`config.mk`:
```
export PLATFORM = sky130hd
export DESIGN_NAME = joy_serial_reader
export DESIGN_NICKNAME = d
export VERILOG_FILES = /design/src/rtl/joy_serial_reader.sv
export SDC_FILE = /design/constraint.sdc
export NUM_CORES = 1
export LEC_CHECK = 0
export ABC_AREA = 1
export CELL_PAD_IN_SITES_DETAIL_PLACEMENT = 0
export CELL_PAD_IN_SITES_GLOBAL_PLACEMENT = 1
export CORE_ASPECT_RATIO = 1.1
export CORE_MARGIN = 10
export CORE_UTILIZATION = 36
export DETAILED_ROUTE_END_ITERATION = 6
export DONT_BUFFER_PORTS = 1
export PLACE_DENSITY = 0.66
export SLEW_MARGIN = 20
export SYNTH_ARGS = -nofsm -noshare
export SYNTH_HDL_FRONTEND = slang
export SYNTH_SLANG_ARGS = --single-unit
```
`constraint.sdc`:
```
create_clock -name clk12 -period 4.1 [get_ports clk12]
set_clock_uncertainty 0.05 [all_clocks]
set_input_delay 1.23 -clock clk12 [delete_from_list [all_inputs] [get_ports clk12]]
set_output_delay 1.23 -clock clk12 [all_outputs]
set_load 0.03 [all_outputs]
```
`src/rtl/joy_serial_reader.sv`:
```
// Joystick adapter front end: drives JOY_CLK/JOY_LOAD, samples the 24-bit serial frame into
// shadows and commits both players at once. Define JOY_DEBOUNCE_EN for two-frame agreement.
module joy_serial_reader #(
    parameter int unsigned CLK_DIV_LOG2 = 4
) (
    input  logic        clk12,
    input  logic        RESET_L,
    input  logic        JOY_DATA,
    output logic        JOY_CLK,
    output logic        JOY_LOAD,
    output logic [11:0] joystick1,
    output logic [11:0] joystick2,
    output logic        frame_done
);

    localparam logic [4:0]              LastSlot = 5'd25;
    localparam logic [CLK_DIV_LOG2-1:0] DivOne   = 1;

    logic [CLK_DIV_LOG2-1:0] div_q;
    logic                    joy_clk_q;
    logic                    joy_load_q;
    logic                    frame_done_q;
    logic [4:0]              slot_q, slot_d;
    // Shadow and output words are packed as {player 2, player 1}.
    logic [23:0]             sh_q, sh_d;
    logic [23:0]             joy_q, joy_d;
    logic                    rise;
    logic                    commit;
    logic [4:0]              bit_idx;
    logic                    bit_vld;

    assign rise   = (&div_q) & ~joy_clk_q;
    assign commit = rise && (slot_q == LastSlot);
    assign slot_d = (slot_q == LastSlot) ? 5'd0 : slot_q + 5'd1;

    // Adapter bit order: slot -> packed shadow bit.
    always_comb begin
        bit_idx = 5'd0;
        bit_vld = 1'b1;
        case (slot_q)
            5'd2:    bit_idx = 5'd8;
            5'd3:    bit_idx = 5'd6;
            5'd4:    bit_idx = 5'd5;
            5'd5:    bit_idx = 5'd4;
            5'd6:    bit_idx = 5'd3;
            5'd7:    bit_idx = 5'd2;
            5'd8:    bit_idx = 5'd1;
            5'd9:    bit_idx = 5'd0;
            5'd10:   bit_idx = 5'd20;
            5'd11:   bit_idx = 5'd18;
            5'd12:   bit_idx = 5'd17;
            5'd13:   bit_idx = 5'd16;
            5'd14:   bit_idx = 5'd15;
            5'd15:   bit_idx = 5'd14;
            5'd16:   bit_idx = 5'd13;
            5'd17:   bit_idx = 5'd12;
            5'd18:   bit_idx = 5'd22;
            5'd19:   bit_idx = 5'd23;
            5'd20:   bit_idx = 5'd21;
            5'd21:   bit_idx = 5'd19;
            5'd22:   bit_idx = 5'd10;
            5'd23:   bit_idx = 5'd11;
            5'd24:   bit_idx = 5'd9;
            5'd25:   bit_idx = 5'd7;
            default: bit_vld = 1'b0;
        endcase
    end

    // sh_d already contains the slot-25 bit, so it is the complete frame at commit.
    always_comb begin
        sh_d = sh_q;
        if (rise && bit_vld) begin
            sh_d[bit_idx] = JOY_DATA;
        end
    end

`ifdef JOY_DEBOUNCE_EN
    logic [23:0] prev_q;
    logic [23:0] differ;

    always_ff @(posedge clk12 or negedge RESET_L) begin
        if (!RESET_L) begin
            prev_q <= '1;
        end else if (commit) begin
            prev_q <= sh_d;
        end
    end

    assign differ = sh_d ^ prev_q;
    assign joy_d  = (sh_d & ~differ) | (joy_q & differ);
`else
    assign joy_d = sh_d;
`endif

    always_ff @(posedge clk12 or negedge RESET_L) begin
        if (!RESET_L) begin
            div_q        <= '0;
            joy_clk_q    <= 1'b0;
            slot_q       <= 5'd0;
            joy_load_q   <= 1'b0;
            sh_q         <= '1;
            joy_q        <= '1;
            frame_done_q <= 1'b0;
        end else begin
            div_q        <= div_q + DivOne;
            frame_done_q <= commit;
            sh_q         <= sh_d;
            if (&div_q) begin
                joy_clk_q <= ~joy_clk_q;
            end
            if (rise) begin
                slot_q     <= slot_d;
                joy_load_q <= (slot_d != 5'd0);
            end
            if (commit) begin
                joy_q <= joy_d;
            end
        end
    end

    assign JOY_CLK    = joy_clk_q;
    assign JOY_LOAD   = joy_load_q;
    assign joystick1  = joy_q[11:0];
    assign joystick2  = joy_q[23:12];
    assign frame_done = frame_done_q;

endmodule

```
==> impl_results.md, run 1 <==
- Status: finished, final reports clean
- Avg Inst Size Synth: 7.49 sq um
- GRT overflow: 0
- Warnings from Yosys: 0
- Tcrit/Tclk final: 65.4%
- Post-synthesis sequential area ratio: 43.3%
- Largest net degree at the start of global routing: 61
- Top post-synthesis cells by area: dfstp_2, nand2_1, dfrtp_1
- Final antenna-violating net count: 0
- Arrival @ worst endpoint: 2.92 ns
- Vias/cell: 4.77
- Maximum fanout along the worst path: 12
- VDD IR max: 0.202 mV
- Leading area contributor after synthesis: dfstp_2
- Post_cts resized: 0
- TritonCTS clock tree: done
- DR vias: 2897
- Row cnt: 38
- CTS Hold Buffers Added: 0
- Placed cells: 592
- Die width: 115 microns
- Setup violations, final: 0
- Final Hold Fails: 0
- Peak per-stage delay on the critical path: 0.42 ns
- Diodes inserted: 0
- CTS Buf Count: 9
- Yosys reg bits: 60
- Most frequent cells in the layout: nand2_1, nand3_1, dfstp_2
- Worst-path clk slew: 0.07 ns
- CP Capture Type: flop
- Placer Congestion: 0.818
- DRT Wirelength: 8.80 mm
- RSZ-0062 raised after global routing: no
- Most common cell on crit path: nand2_1
- Power Dens Cells: 312 nW/um^2
- Fmax: 373 MHz
- Max Root-Sink Buffers: 2
- Ports: 30
- Crit-path cells: inv_1 > ha_1 > inv_1 > nor2_1 > nand2_1 > nand2_1 > nor2_1 > nand2_1 > nor2_1 > nand2_1 > nand2_2 > nor2_4 > nand3_1 > and2_1
- CP Launch Type: flop
- First-pass GRT wire length: 15.2 mm
- Max-Cap Viols: 0
- Mapped Cells: 482
- Vias in the first global route: 2948
- Distinct cells, synth: 27
- Post-Syn Nets: 491
- Required time worst endpoint: 4.34 ns
- Post-route non-filler standard cell count: 607
- Share of cells above drive strength 1: 23.0%
- Fin Hold WS: 0.409 ns
- Commonest non-fill, non-tap cell in the layout: nand2_1
- Final net count: 492
- Die area: 14400 sq um
- First DRT Iteration DRCs: 112
- Total iterations of the first detailed-routing run: 4
- Starting density of the core: 36.7%
- Critical path type: reg2reg
- # Post-CTS Setup Buffers: 0
- Worst-margin pin slew: 0.631 ns
- Sink Count: 60
- Post-synth top area share: 35.0%
- Hold Crit Class: reg2reg
- Initial antenna violation count: 0
- Core area: 9840 sq um
- CP max-delay cell: dfrtp_1
- Setup TNS: 0 ns
- Clk_lat worst skew: 0.35 ns
- Htree depth: 3
- Synthesized area: 3610 sq um
- Slew HR: 57.9%
- I/O Buffers: 0
- Slew Viols, Final: 0
- Die Height: 125 microns
- Leak Pwr: 0.00198 uW
- P&R area growth vs syn: 8.84%
- Root Driver: clkbuf_8
- Hpwl dp: 6.29 mm
- GRT Overall Usage: 13.2%
- Tmin final: 2.68 ns
- Wirelength per Cell: 14.5 microns
- Drt drc: 0
## synthesized netlist by cell type (all sizes together)
cell and instances:
inv 46, clkbuf 3, o211ai 2, nand2 204
buf 9, nor2 53, a21oi 4, xnor2 1
dfstp 48, xor2 1, ha 6, nand4 10
o21ai 9, o31ai 1, nand3 60, dfrtp 12
a31oi 1, and2 12
## path summary, 6_finish.rpt
kind / startpoint / end / slack, ns / cells past startpoint
setup / recovery: slot_q[0] / sh_q[6] / 1.42 / 14
hold / removal: div_q[0] / div_q[0] / 0.41 / 1
setup reg to reg: slot_q[0] / sh_q[6] / 1.42 / 14
hold reg to reg: div_q[0] / div_q[0] / 0.41 / 1
max in group asynchronous: RESET_L / sh_q[1] / 3.28 / 0
min in group asynchronous: RESET_L / div_q[0] / 0.52 / 0
## routing by layer
metal  vias up  part of all wire [%]  global-route usage [%]
met5         -                     0                       0
met4         0                   1.6                    5.82
met1      1329                    47                    17.2
met2        48                    47                    20.2
li1       1509                     -                       -
met3        11                   4.8                    3.06
## registers in the layout, indices dropped and copies added, names as in the netlist
signal / count
JOY_CLK: 1
div_q: 4
sh_q: 24
JOY_LOAD: 1
joy_q: 24
slot_q: 5
frame_done: 1
## worst max-delay path, delay by kind of cell (launching register included)
| kind | cells | cell delay (ns) |
|---|---|---|
| AND/OR/NAND/NOR | 11 | 1.68 |
| flip-flops | 1 | 0.42 |
| adder cells (fa/ha/maj) | 1 | 0.24 |
| buffers and inverters | 2 | 0.23 |
## kinds of logic after synthesis
kind of cell / after synthesis / share of synthesized area, %
buffers and inverters: 58 / 7.00
adder cells (fa/ha/maj): 6 / 2.08
AO/OA/AOI/OAI: 17 / 2.70
AND/OR/NAND/NOR: 339 / 44.5
XOR/XNOR: 2 / 0.486
flip-flops: 60 / 43.3
## per-stage QoR
stage / total power [uW] / worst slack [ns] / util (%) / instance area (sq um)
after global placement: 606 / 1.38 / 37.5 / 3690
after CTS: 1240 / 1.44 / 39.9 / 3930
after floorplan: 607 / 2.03 / - / 3610
final: 1220 / 1.42 / 39.9 / 3930
after detailed placement: 606 / 1.45 / 37.5 / 3690
after global routing: 1260 / 1.06 / 39.9 / 3930
## area by class of cell
cell class                 count  area (sq um)
fill                        1035          5910
multi-input combinational    364          1790
sequential                    60          1560
inverter                      46           173
clock buffer                  12           166
tap                          120           150
clock inverter                 3          67.6
timing repair buffer           2          15.0
## power breakdown
| part | leakage (uW) | total, uW | switching (uW) | internal [uW] |
|---|---|---|---|---|
| registers | 0.000650 | 595 | 0 | 595 |
| clock network | 0.000114 | 627 | 235 | 393 |
| logic | 0.00121 | 2.78 | 2.32 | 0.464 |
No activity file was read; power rests on OpenSTA's default activity.
==> run 2: changes to the inputs <==
==> constraint.sdc (replaced) <==
create_clock -name clk12 -period 2.65 [get_ports clk12]
set_clock_uncertainty 0.05 [all_clocks]
set_input_delay 0.795 -clock clk12 [delete_from_list [all_inputs] [get_ports clk12]]
set_output_delay 0.795 -clock clk12 [all_outputs]
set_load 0.03 [all_outputs]
==> impl_results.md, run 2 (synthesis gave the netlist of run 1 again) <==
- P_int: 1410 uW (+43%)
- Die width: 115 microns (unchanged)
- Ports: 30 (unchanged)
- Root Driver: clkbuf_8
- Setup violations, final: 0 (unchanged)
- Switching power total: 349 uW (+47%)
- Required time worst endpoint: 2.88 ns (-1.46 ns)
- Storage cell area: 1560 sq um (unchanged)
- First DRT Iteration DRCs: 139 (+24%)
- Die area: 14400 sq um (unchanged)
- Worst slack at placement: -0.0183 ns (-1.46 ns)
- Htree depth: 3 (unchanged)
- Tcrit/Tclk final: 94.6% (+29 points)
- Drt drc: 0 (unchanged)
- GRT Overall Usage: 13.1% (-0.031 points)
- P&R area growth vs syn: 10.8%
- Final antenna-violating net count: 0 (unchanged)
- Sw frac: 19.9% (+0.50 points)
- Maximum fanout along the worst path: 9 (-3)
- Leak Pwr: 0.00201 uW (+2.0%)
- CP Launch Type: flop
- DR vias: 3002 (+3.6%)
- Max-Cap Viols: 0 (unchanged)
- Vias/cell: 4.85 (+1.6%)
- Row cnt: 38 (unchanged)
- Diodes inserted: 0 (unchanged)
- Commonest non-fill, non-tap cell in the layout: nand2_1
- Tmin final: 2.51 ns (-0.176 ns)
- Share of cells above drive strength 1: 24.8% (+1.9 points)
- Combinational share of power: 0.3% (about the same)
- CP Capture Type: flop
- Status: finished, final reports clean
- Final Hold Fails: 0 (unchanged)
- Clock power frac: 47.4% (-3.8 points)
- Final net count: 503 (+2.2%)
- RSZ-0062 raised after global routing: yes
- Multi-input gate area: 1830 sq um (+1.9%)
- Fmax: 399 MHz (+7.0%)
- FF-to-FF Start: slot_q[0]
- Power Dens Cells: 440 nW/um^2 (+41%)
- Clk_lat worst skew: 0.34 ns (about the same)
- GRT overflow: 0 (unchanged)
- Total iterations of the first detailed-routing run: 4 (unchanged)
- Hold Crit Class: in2async
- Fin util: 40.6% (+0.72 points)
- Setup TNS: 0 ns (unchanged)
- First-pass GRT wire length: 15.3 mm (+0.68%)
- Worst-path clk slew: 0.07 ns (about the same)
- Worst-margin pin slew: 0.473 ns (-0.158 ns)
- Sink Count: 60 (unchanged)
- Starting density of the core: 36.7% (unchanged)
- Arrival @ worst endpoint: 2.74 ns (-0.18 ns)
- Biggest regs: joy_q: 24 flops, sh_q: 24 flops, slot_q: 5 flops
- Wirelength per Cell: 14.5 microns (+0.27%)
- Worst Setup SP: slot_q[0]
- Min setup slack post-route: 0.143 ns (-1.27 ns)
- VDD IR max: 0.284 mV (+40%)
- Initial antenna violation count: 0 (unchanged)
- Max Root-Sink Buffers: 2 (unchanged)
- Hpwl dp: 6.41 mm (+1.9%)
- Largest net degree at the start of global routing: 61 (unchanged)
- DRT Wirelength: 9.00 mm (+2.2%)
- CTS Buf Count: 9 (unchanged)
- TritonCTS clock tree: done
- Placer Congestion: 0.903 (+10%)
- Filler cell count: 1057 (+2.1%)
- Most frequent cells in the layout: nand2_1, nand3_1, dfstp_2
- Core area: 9840 sq um (unchanged)
- Reg power frac: 52.3% (+3.8 points)
- I/O Buffers: 0 (unchanged)
- Slew Viols, Final: 0 (unchanged)
- Slew HR: 68.4% (+11 points)
- Power Total: 1760 uW (+44%)
- Vias in the first global route: 2919 (-0.98%)
- Critical path type: reg2reg
- Die Height: 125 microns (unchanged)
run 2: cell types whose count changed in the layout (fill, tap and decap cells not counted), sizes merged:
cell / delta
buf: +10
bufinv: -1
clkbuf: +3
clkinvlp: -1
nor2: +1
run 2: path summary, 6_finish.rpt:
path	end	depth (start not counted)	slack [ns]
worst min-delay path	div_q[0]	0	0.09
worst max-delay path	joy_q[5]	14	0.14
worst min register to register	div_q[0]	1	0.40
worst max register to register	joy_q[5]	14	0.14
max in group asynchronous	sh_q[3]	0	2.25
min in group clk12	div_q[0]	1	0.40
run 2: worst max-delay path, cell delays in order, from the launching register on:
cell     delay (ns)
dfrtp_1        0.41
ha_1           0.30
inv_1          0.13
nor2_1         0.06
ha_1           0.20
inv_1          0.06
nand2_1        0.09
nor2_2         0.21
nand2_8        0.11
inv_2          0.16
nand3_1        0.15
nor2_4         0.18
nand3_1        0.10
nand3_1        0.16
nand2_1        0.07
run 2: cell type report:
cell class                      count  share of cell area [%]
Clock buffer                       15                    4.16
Clock inverter                      1                   0.751
Inverter                           46                    4.32
Multi-Input combinational cell    365                    45.7
Sequential cell                    60                    39.0
Tap cell                          120                    3.75
Timing Repair Buffer               12                    2.25
run 2: power by group through the flow:
stage          combinational (uW)  sequential, uW  clock, uW
4_1_cts                      4.48             920        856
5_1_grt                      5.40             919        900
3_5_place_dp                 4.47             934          0
2_1_floorplan                5.56             934          0
6_report                     4.62             920        833
3_3_place_gp                 4.57             934          0
run 2: metrics by stage:
step	instances	hold slack, ns	area [sq um]
2_1_floorplan	482	0.373	3610
3_3_place_gp	597	0.389	3730
3_5_place_dp	597	0.392	3730
4_1_cts	613	0.0704	3930
5_1_grt	619	0.0638	4000
6_report	619	0.0936	4000
run 2: metal layers:
layer,vias up,global-route usage (%),share of wire (%)
met5,-,0,0
met4,0,4.85,2.1
met3,16,3.44,4.6
met2,49,19.8,46
met1,1396,17.6,47
li1,1541,-,-
run 2: repair_timing:
action / 4_1_cts / 5_1_grt
setup buffers: 0 / 5
cloned: 0 / 1
gates resized for setup: 1 / 6
pin swaps: 0 / 5
hold buffers: 0 / 0
endpoints found under the setup margin: 7 / 35
hold endpoints to repair: 0 / 0
